`config.mk`:
```
export PLATFORM = sky130hd
export DESIGN_NAME = mod3_ones_tx_flat
export DESIGN_NICKNAME = d
export VERILOG_FILES = /design/src/rtl/mod3_ones_tx_if.sv /design/src/rtl/mod3_ones_tx.sv /design/src/flat_wrapper.sv
export SDC_FILE = /design/constraint.sdc
export NUM_CORES = 1
export LEC_CHECK = 0
export ABC_AREA = 1
export CAP_MARGIN = 10
export CORE_ASPECT_RATIO = 0.8
export CORE_MARGIN = 10
export CORE_UTILIZATION = 30
export CTS_BUF_LIST = sky130_fd_sc_hd__clkbuf_16
export CTS_CLUSTER_DIAMETER = 50
export DETAILED_ROUTE_END_ITERATION = 6
export PLACE_DENSITY = 0.53
export SYNTH_ARGS = -nofsm -noshare
export SYNTH_HDL_FRONTEND = slang
export SYNTH_SLANG_ARGS = --single-unit
```
`constraint.sdc`:
```
create_clock -name clk -period 1.6 [get_ports clk]
set_clock_uncertainty 0.1 [all_clocks]
set_input_delay 0.48 -clock clk [delete_from_list [all_inputs] [get_ports clk]]
set_output_delay 0.48 -clock clk [all_outputs]
set_load 0.1 [all_outputs]
```
`src/rtl/mod3_ones_tx_if.sv`:
```
// Handshake and serial-line bundle for the ones-count-mod-3 transmitter.
`timescale 1ns/1ps
interface mod3_ones_tx_if #(
  parameter int unsigned DATA_W = 8
) ();
  logic [DATA_W-1:0] in_data;
  logic              in_valid;
  logic              in_ready;
  logic              tx_bit;
  logic              tx_en;
  logic              tx_last;
  logic              busy;

  // Producer side: offers words, watches the serial line.
  modport master (
    output in_data, in_valid,
    input  in_ready, tx_bit, tx_en, tx_last, busy
  );

  // Transmitter side.
  modport slave (
    input  in_data, in_valid,
    output in_ready, tx_bit, tx_en, tx_last, busy
  );
endinterface

```
`src/rtl/mod3_ones_tx.sv`:
```
// Serial transmitter that shifts out a payload word and appends two pad bits
// so that every frame carries a multiple of three ones.
`timescale 1ns/1ps
module mod3_ones_tx #(
  parameter int unsigned DATA_W    = 8,
  parameter bit          MSB_FIRST = 1'b1
) (
  input  logic         clk,
  input  logic         reset,
  mod3_ones_tx_if.slave bus
);
  localparam int unsigned CNT_W = (DATA_W > 2) ? $clog2(DATA_W) : 1;

  typedef enum logic [1:0] {IDLE, SHIFT, PAD1, PAD2} state_t;

  state_t            state, state_next;
  logic [DATA_W-1:0] shreg, shreg_next;
  logic [CNT_W-1:0]  bit_cnt, bit_cnt_next;
  logic [1:0]        resid, resid_next;
  logic              head;
  logic              ready;
  logic              accept;

  // Bit currently presented on the line while shifting payload.
  assign head = MSB_FIRST ? shreg[DATA_W-1] : shreg[0];

  // State, shift register, bit counter and running ones-residue.
  always_ff @(posedge clk or posedge reset) begin
    if (reset) begin
      state   <= IDLE;
      shreg   <= '0;
      bit_cnt <= '0;
      resid   <= '0;
    end else begin
      state   <= state_next;
      shreg   <= shreg_next;
      bit_cnt <= bit_cnt_next;
      resid   <= resid_next;
    end
  end

  // Next-state logic and output decode; outputs depend on registers only.
  always_comb begin
    state_next   = state;
    shreg_next   = shreg;
    bit_cnt_next = bit_cnt;
    resid_next   = resid;
    ready        = 1'b0;
    bus.tx_bit   = 1'b0;
    bus.tx_en    = 1'b0;
    bus.tx_last  = 1'b0;
    bus.busy     = 1'b0;

    ready  = (state == IDLE) || (state == PAD2);
    accept = bus.in_valid & ready;

    case (state)
      IDLE: ;
      SHIFT: begin
        bus.tx_bit   = head;
        bus.tx_en    = 1'b1;
        shreg_next   = MSB_FIRST ? {shreg[DATA_W-2:0], 1'b0}
                                 : {1'b0, shreg[DATA_W-1:1]};
        bit_cnt_next = bit_cnt + CNT_W'(1);
        if (head) resid_next = (resid == 2'd2) ? 2'd0 : resid + 2'd1;
        if (bit_cnt == CNT_W'(DATA_W - 1)) state_next = PAD1;
      end
      PAD1: begin
        // Pad need (3-resid) mod 3 is at least one whenever resid is nonzero.
        bus.tx_bit = (resid != 2'd0);
        bus.tx_en  = 1'b1;
        state_next = PAD2;
      end
      PAD2: begin
        // Need of two arises only for resid == 1.
        bus.tx_bit  = (resid == 2'd1);
        bus.tx_en   = 1'b1;
        bus.tx_last = 1'b1;
        state_next  = IDLE;
      end
      default: state_next = IDLE;
    endcase

    // Acceptance reloads everything, so no residue carries across frames.
    if (accept) begin
      state_next   = SHIFT;
      shreg_next   = bus.in_data;
      bit_cnt_next = '0;
      resid_next   = '0;
    end

    bus.busy     = bus.tx_en;
    bus.in_ready = ready;
  end
endmodule

```
`src/flat_wrapper.sv`:
```
// flat-port wrapper written by rule: the top's interface ports become plain ports
module mod3_ones_tx_flat 
#(
  parameter int unsigned DATA_W    = 8,
  parameter bit          MSB_FIRST = 1'b1
)
  (clk, reset, bus_in_data, bus_in_valid, bus_in_ready, bus_tx_bit, bus_tx_en, bus_tx_last, bus_busy);
  mod3_ones_tx_if #(.DATA_W(DATA_W)) bus_i ();
  input  logic clk;
  input  logic reset;
  input wire logic [$bits(bus_i.in_data)-1:0] bus_in_data;
  input wire logic [$bits(bus_i.in_valid)-1:0] bus_in_valid;
  output wire logic [$bits(bus_i.in_ready)-1:0] bus_in_ready;
  output wire logic [$bits(bus_i.tx_bit)-1:0] bus_tx_bit;
  output wire logic [$bits(bus_i.tx_en)-1:0] bus_tx_en;
  output wire logic [$bits(bus_i.tx_last)-1:0] bus_tx_last;
  output wire logic [$bits(bus_i.busy)-1:0] bus_busy;
  assign bus_i.in_data = bus_in_data;
  assign bus_i.in_valid = bus_in_valid;
  assign bus_in_ready = bus_i.in_ready;
  assign bus_tx_bit = bus_i.tx_bit;
  assign bus_tx_en = bus_i.tx_en;
  assign bus_tx_last = bus_i.tx_last;
  assign bus_busy = bus_i.busy;
  mod3_ones_tx #(.DATA_W(DATA_W), .MSB_FIRST(MSB_FIRST)) u_core (.clk(clk), .reset(reset), .bus(bus_i));
endmodule
```
==> results of run 1 <==
==> through the flow <==
stage	TNS [ns]	utilization [%]	hold slack (ns)
global route	-5.48	52.9	0.408
floorplan	-0.937	-	0.281
finish	-4.02	52.9	0.373
global placement	-1.87	44.6	0.357
detailed placement	-2.46	44.6	0.359
CTS	-4.33	51.1	0.370
==> area by class of cell <==
type	count	area share [%]
clock buffers	3	4.98
clock inverters	1	0.249
inverters	13	3.82
multi-input cells	77	40.9
flip-flops and latches	15	25.1
well taps	38	3.16
repair buffers	28	21.8
==> state kept, by name, indices dropped and copies added (netlist names) <==
signal	count
u_core.resid	2
u_core.shreg	8
u_core.state	2
u_core.bit_cnt	3
==> final timing paths <==
kind	from	to	slack, ns	cells after the start
min reg2reg	u_core.shreg[0]	u_core.shreg[0]	0.37	2
min in group asynchronous	reset	u_core.shreg[3]	0.44	3
max in group asynchronous	reset	u_core.state[1]	0.76	3
max	u_core.state[0]	bus_busy	-0.38	5
max reg2reg	u_core.state[0]	u_core.shreg[1]	-0.22	9
min	u_core.shreg[0]	u_core.shreg[0]	0.37	2
==> synthesized netlist by cell type <==
library cell	count
nor2_4	1
ha_1	7
buf_6	3
xnor2_1	1
nand3_2	6
o21ai_1	1
a21oi_1	2
nand2_4	1
nand4_1	1
nor2_1	7
nand3_1	11
o21ai_2	2
nand2_2	8
nand2_1	27
dfrtp_1	15
buf_4	1
inv_1	9
inv_2	4
nor2_2	1
==> what timing repair did <==
item | 4_1_cts | 5_1_grt
pin swaps | 5 | 2
cloned | 1 | 0
endpoints found under the setup margin | 20 | 20
gates resized for setup | 20 | 13
buffers inserted | 1 | 1
==> worst max-delay path, stage by stage, from the launching register on <==
cell	delay (ns)
dfrtp_2	0.46
inv_2	0.10
buf_4	0.14
ha_4	0.14
clkinvlp_4	0.13
buf_12	0.19
==> cells by family after synthesis <==
family          after synthesis  synth area share (%)
buf+inv                      17                  9.77
simple gates                 63                  35.6
compound gates                5                  3.53
fa+ha+maj                     7                  9.50
flops                        15                  40.7
xor+xnor                      1                 0.950
==> per-layer routing <==
layer	global-route usage, %	up-vias	wire length, µm
met5	0	-	0
met4	1.69	0	10
met3	2.71	2	51
met2	14.4	8	1220
met1	9.47	385	949
li1	-	395	-
==> flow_summary.ini, run 1 <==
[clocking]
clk_latency_ns = 0.24
cts_num_sinks = 15
clockBufferDepth = 2
cts_made_buffers = 3
cts_root_buf = clkbuf_16
h-tree-depth = 1
hold_buffers = 0
cts_tree = built
clk_pin_slew_ns = 0.05

[critical_path]
required_ns = 1.02
cp.arrival_ns = 1.40
critical_path_class = reg2out
cp-start-kind = flip-flop
path_max_fanout = 4
worstSetupEndpointType = output pin

[place]
dp_hpwl_mm = 1.58
numPortBuffers = 15
dp_cells = 168
placed_area_um2 = 1270
pre_cts_slack_ns = -0.180
place_congestion = 0.699

[finish]
final_area_um2 = 1510
fin_nets = 156
num_antenna_cells = 0
register_area_um2 = 378
final_cell_mix = nand2_2 (18), nand2_1 (16), dfrtp_1 (13), clkdlybuf4s50_1 (10), nand3_1 (9)
fillCellCount = 266
multi_input_area_um2 = 616
instances_no_fill = 175
syn_to_final_growth_pct = 63.4
final_common_cell = nand2_2
drive_gt1_share_pct = 53.3

[timing]
setup_violations = 20
worstMarginPinSlew_ns = 0.444
relSlewSlack_pct = 70.3
slew_viol_final = 0
post-route-period-util_pct = 124
worst_slack_ns = -0.383
max_freq_mhz = 504
hold_violations = 0
min_period_ns = 1.98
rsz0062_at_grt = true

[synth]
synth_area_leaders = dfrtp_1 (41%), nand2_1 (11%), ha_1 (9.5%)
syn_inst = 108
synth_fp_nets = 126
yosysTopAreaCell = dfrtp_1
ys_warn_count = 0
synth.avg_cell_area_um2 = 8.54
yosysSeqAreaShare_pct = 40.7
synth_top_area_share_pct = 40.7
synth_area_um2 = 922
ys_types = 19
synth_seq_cells = 15

[run]
cap_violations = 0

[die]
die_h_um = 69.6
core_region_area_um2 = 2850
pin_count = 16
die_area_um2 = 5710
dieWidth_um = 82.0
initial_utilization_pct = 32.4
num_rows = 17

[global_routing]
track_usage_pct = 8.30
grt_pass1_vias = 821
antenna_found_initial = 0
grt_overflow = 0
grt_pass1_wl_mm = 3.81
grt_max_degree = 16

[route]
drc = 0
post_drt_wl_per_cell_um = 12.7
viasPerCell = 4.51
num_vias = 790
totalWireLength_mm = 2.23
antenna_left = 0
dr.pass1.iters = 4
drtIter0Drc = 23

[status]
status = complete, but fails checks
violations = negative setup slack

[worst_hold_path]
min_path_type = reg2reg
Power of run 1 is not shown: default switching activity piles up to over one toggle a cycle in this logic, so the estimate is an artifact.
==> inputs of run 2 (changes only) <==
--- a/config.mk
+++ b/config.mk
@@ -6,14 +6,15 @@
 export NUM_CORES = 1
 export LEC_CHECK = 0
 export ABC_AREA = 1
-export CAP_MARGIN = 10
+export CAP_MARGIN = 20
 export CORE_ASPECT_RATIO = 0.8
 export CORE_MARGIN = 10
 export CORE_UTILIZATION = 30
 export CTS_BUF_LIST = sky130_fd_sc_hd__clkbuf_16
 export CTS_CLUSTER_DIAMETER = 50
 export DETAILED_ROUTE_END_ITERATION = 6
-export PLACE_DENSITY = 0.53
+export DONT_BUFFER_PORTS = 1
+export PLACE_DENSITY = 0.47
 export SYNTH_ARGS = -nofsm -noshare
 export SYNTH_HDL_FRONTEND = slang
 export SYNTH_SLANG_ARGS = --single-unit
==> run 2 against run 1 <==
The flow still finishes with violations (negative setup slack). Global-route usage grew 0.10 points. Final cell count shrank 5.7%. Flip-flop and latch count is the same. Critical path type unchanged. Design area shrank 5.6%. Core utilization shrank 3.0 points. Fmax grew 0.73%.
==> flow_summary.ini, run 2 (synthesized netlist as in run 1, its figures left out) <==
[global_routing]
grt_max_degree = 16
grt_pass1_wl_mm = 3.80
grt_overflow = 0
track_usage_pct = 8.40
grt_pass1_vias = 792
antenna_found_initial = 0

[timing]
worst_slack_ns = -0.368
rsz0062_at_grt = true
post-route-period-util_pct = 123
worstMarginPinSlew_ns = 0.598
max_freq_mhz = 508
slew_viol_final = 0
setup_violations = 19
hold_violations = 0
relSlewSlack_pct = 60.1
min_period_ns = 1.97

[place]
dp_hpwl_mm = 1.55
numPortBuffers = 0
place_congestion = 0.701

[status]
status = complete, but fails checks
violations = negative setup slack

[die]
core_region_area_um2 = 2850
initial_utilization_pct = 32.4
pin_count = 16
num_rows = 17
die_h_um = 69.6
die_area_um2 = 5710
dieWidth_um = 82.0

[finish]
final_cell_mix = nand2_2 (18), nand2_1 (16), dfrtp_1 (13), nand3_2 (9), buf_6 (9)
largest-register = u_core.shreg
fin_util_pct = 49.9
fin_nets = 146
final_common_cell = nand2_2
fillCellCount = 278
drive_gt1_share_pct = 62.2
largest_register_ffs = 8
syn_to_final_growth_pct = 54.1
num_antenna_cells = 0
reg_top3 = u_core.shreg: 8 flops, u_core.bit_cnt: 3 flops

[route]
post_drt_wl_per_cell_um = 13.2
antenna_left = 0
drtIter0Drc = 37
drc = 0
num_vias = 757
totalWireLength_mm = 2.18
viasPerCell = 4.59
dr.pass1.iters = 4

[critical_path]
worstSetupEndpointType = output pin
critical_path_class = reg2out
cp.arrival_ns = 1.39
reg2reg_depth = 9
reg2reg_slack_ns = -0.22
cp-start-kind = flip-flop
critPathMaxStageDelay_ns = 0.47
worstReg2RegStart = u_core.state[1]
path_max_fanout = 4
r2r-end = u_core.shreg[7]
path_cells = ha_4 -> nand3_2 -> nand2_2 -> nor2_2 -> nor2_4 -> buf_12
required_ns = 1.02
cp_slowest_cell = dfrtp_2

[clocking]
cts_num_sinks = 15
h-tree-depth = 1
clockBufferDepth = 2
cts_tree = built
cts_root_buf = clkbuf_16
clk_pin_slew_ns = 0.05
clk_latency_ns = 0.25
cts_made_buffers = 3

[worst_hold_path]
min_path_type = in2async

[run]
cap_violations = 0
-- run 2: layout make-up --
class	instances	area (µm²)	area share, %
inverter	13	60.1	4.23
sequential	15	378	26.6
clock inverter	1	5.00	0.352
multi-input combinational	76	617	43.4
clock buffer	3	75.1	5.28
tap	38	47.5	3.35
timing repair buffer	19	239	16.8
-- run 2: critical path: cells and delay by family, from the launching register on --
| kind | cells | cell delay, ns |
|---|---|---|
| adders and majority gates | 1 | 0.20 |
| DFF | 1 | 0.47 |
| and+or+nand+nor | 4 | 0.30 |
| buffers and inverters | 1 | 0.16 |
-- run 2: how the worst max path moves through the flow --
stage / slack [ns] / cells past startpoint / start / endpoint
floorplan: -0.46 / 5 / u_core.state[1] / bus_tx_bit
global placement: -0.15 / 7 / u_core.state[0] / bus_tx_bit
detailed placement: -0.18 / 7 / u_core.state[0] / bus_tx_bit
CTS: -0.37 / 7 / u_core.state[0] / bus_tx_bit
global route: -0.42 / 7 / u_core.state[0] / bus_tx_bit
finish: -0.37 / 6 / u_core.state[0] / bus_tx_bit
-- run 2: metal layers --
metal / vias to the layer above / routed length (µm) / global-route usage (%) / part of all wire [%]
met5: - / 0 / 0 / 0
met2: 11 / 1110 / 13.1 / 51
met3: 2 / 100 / 3.88 / 4.6
li1: 376 / - / - / -
met4: 0 / 11 / 1.69 / 0.50
met1: 368 / 959 / 10.2 / 44
-- run 2: per-stage QoR --
step	TNS [ns]	area [µm²]	setup slack [ns]	cells	hold WS, ns
final	-3.82	1420	-0.368	165	0.0859
after global routing	-4.95	1420	-0.417	165	0.143
after detailed placement	-1.34	1140	-0.176	157	0.368
after CTS	-3.76	1370	-0.366	164	0.109
after floorplan	-0.937	983	-0.457	108	0.281
after global placement	-1.10	1140	-0.150	157	0.360
-- run 2: repair_timing --
action / CTS / global route
hold endpoints to repair: 0 / 0
setup endpoints to repair: 18 / 20
gates resized for setup: 34 / 11
setup buffers: 3 / 1
hold buffers: 0 / 0
pin swaps: 15 / 6
Power of run 2 is left out for the same reason.
==> inputs of run 3 (changes only) <==
--- a/config.mk
+++ b/config.mk
@@ -8,7 +8,6 @@
 export ABC_AREA = 1
 export CAP_MARGIN = 20
 export CORE_ASPECT_RATIO = 0.8
-export CORE_MARGIN = 10
 export CORE_UTILIZATION = 30
 export CTS_BUF_LIST = sky130_fd_sc_hd__clkbuf_16
 export CTS_CLUSTER_DIAMETER = 50
==> constraint.sdc (replaced) <==
create_clock -name clk -period 2 [get_ports clk]
set_clock_uncertainty 0.1 [all_clocks]
set_input_delay 0.6 -clock clk [delete_from_list [all_inputs] [get_ports clk]]
set_output_delay 0.6 -clock clk [all_outputs]
set_load 0.1 [all_outputs]
==> run 3 against run 2 <==
Critical path type unchanged. Clock-buffer cell count is the same. Via count shrank 7.5%. Register-to-register slack gained 0.44 ns. Critical path depth shrank 1. Core utilization shrank 6.6 points. Die area shrank 42%. Global-route usage grew 4.0 points. The flow still finishes with violations (negative setup slack). Flip-flop and latch count is the same.
==> flow_summary.ini, run 3 (synthesized netlist as in run 1, its figures left out) <==
[clocking]
cts_made_buffers = 3
h-tree-depth = 1
clk_pin_slew_ns = 0.05
clockBufferDepth = 2
cts_tree = built
clk_latency_ns = 0.25
cts_num_sinks = 15
cts_root_buf = clkbuf_16

[critical_path]
r2r-end = u_core.state[1]
worstReg2RegStart = u_core.state[0]
worstSetupEndpointType = output pin
cp_slowest_cell = dfrtp_2
path_cells = inv_2 -> buf_4 -> ha_2 -> nor2_4 -> buf_12
critPathMaxStageDelay_ns = 0.43
reg2reg_depth = 10
cp-start-kind = flip-flop
required_ns = 1.30
reg2reg_slack_ns = 0.22
cp.arrival_ns = 1.39
critical_path_class = reg2out
path_max_fanout = 4

[status]
status = complete, but fails checks
violations = negative setup slack

[route]
drtIter0Drc = 5
num_vias = 700
viasPerCell = 4.49
totalWireLength_mm = 1.78
drc = 0
antenna_left = 0
post_drt_wl_per_cell_um = 11.4
dr.pass1.iters = 4

[run]
cap_violations = 0

[die]
dieWidth_um = 64.0
die_h_um = 51.6
initial_utilization_pct = 32.6
pin_count = 16
num_rows = 17
core_region_area_um2 = 2830
die_area_um2 = 3300

[timing]
setup_violations = 4
worstMarginPinSlew_ns = 0.600
relSlewSlack_pct = 59.9
slew_viol_final = 0
hold_slack_ns = 0.211
hold_violations = 0
post-route-period-util_pct = 104
min_period_ns = 2.09
max_freq_mhz = 479
worst_slack_ns = -0.0865
rsz0062_at_grt = true

[finish]
final_common_cell = nand2_1
syn_to_final_growth_pct = 32.8
num_antenna_cells = 0
multi_input_area_um2 = 552
final_cell_mix = nand2_1 (25), dfrtp_1 (13), nand3_1 (10), nand2_2 (8)
fin_nets = 137
largest_register_ffs = 8
register_area_um2 = 378
fillCellCount = 280
largest-register = u_core.shreg
reg_top3 = u_core.shreg: 8 flops, u_core.bit_cnt: 3 flops
fin_util_pct = 43.3
drive_gt1_share_pct = 45.8

[global_routing]
track_usage_pct = 12.4
antenna_found_initial = 0
grt_overflow = 0
grt_pass1_wl_mm = 3.11
grt_pass1_vias = 666
grt_max_degree = 16

[place]
dp_hpwl_mm = 1.34
numPortBuffers = 0
place_congestion = 0.724

[worst_hold_path]
min_path_type = in2async
-- run 3: how the worst max path moves through the flow --
| stage | from | end | slack, ns | cells after the start |
|---|---|---|---|---|
| final | u_core.state[0] | bus_tx_bit | -0.09 | 5 |
| after floorplan | u_core.state[1] | bus_tx_bit | -0.18 | 5 |
| after global routing | u_core.state[1] | bus_tx_bit | -0.14 | 7 |
| after CTS | u_core.state[1] | bus_in_ready | -0.1 | 5 |
| after detailed placement | u_core.state[1] | bus_tx_bit | 0.06 | 7 |
| after global placement | u_core.state[1] | bus_tx_bit | 0.08 | 7 |
-- run 3: what timing repair did --
action                     4_1_cts  5_1_grt
hold buffers                     0        0
buffers inserted                 1        0
pin swaps                        5        1
resized for setup               14        2
setup endpoints to repair        4        4
hold endpoints to repair         0        0
-- run 3: metrics by stage --
stage / setup TNS (ns) / cell area, µm² / std cells / setup slack (ns)
floorplan: -0.313 / 978 / 108 / -0.177
global placement: 0 / 1080 / 151 / 0.0826
detailed placement: 0 / 1080 / 151 / 0.0626
CTS: -0.368 / 1210 / 156 / -0.0994
global route: -0.479 / 1220 / 156 / -0.135
finish: -0.317 / 1220 / 156 / -0.0865
-- run 3: area by class of cell --
cell class / instances / area share, %
multi-input combinational: 76 / 45.0
sequential: 15 / 30.8
timing repair buffer: 10 / 9.19
clock buffer: 3 / 6.13
inverter: 13 / 4.49
tap: 38 / 3.88
clock inverter: 1 / 0.409
-- run 3: layer usage --
| layer | wire length (µm) | GRT usage, % | vias to the layer above |
|---|---|---|---|
| li1 | - | - | 355 |
| met1 | 904 | 16.5 | 334 |
| met2 | 802 | 19.1 | 9 |
| met3 | 63 | 4.82 | 2 |
| met4 | 9 | 2.27 | 0 |
| met5 | 0 | 0 | - |
-- run 3: critical path: cells and delay by family (launching register included) --
| family | cells | cell delay [ns] |
|---|---|---|
| DFF | 1 | 0.43 |
| buffers and inverters | 3 | 0.40 |
| adders and majority gates | 1 | 0.19 |
| and+or+nand+nor | 1 | 0.12 |
Power of run 3 is left out for the same reason.
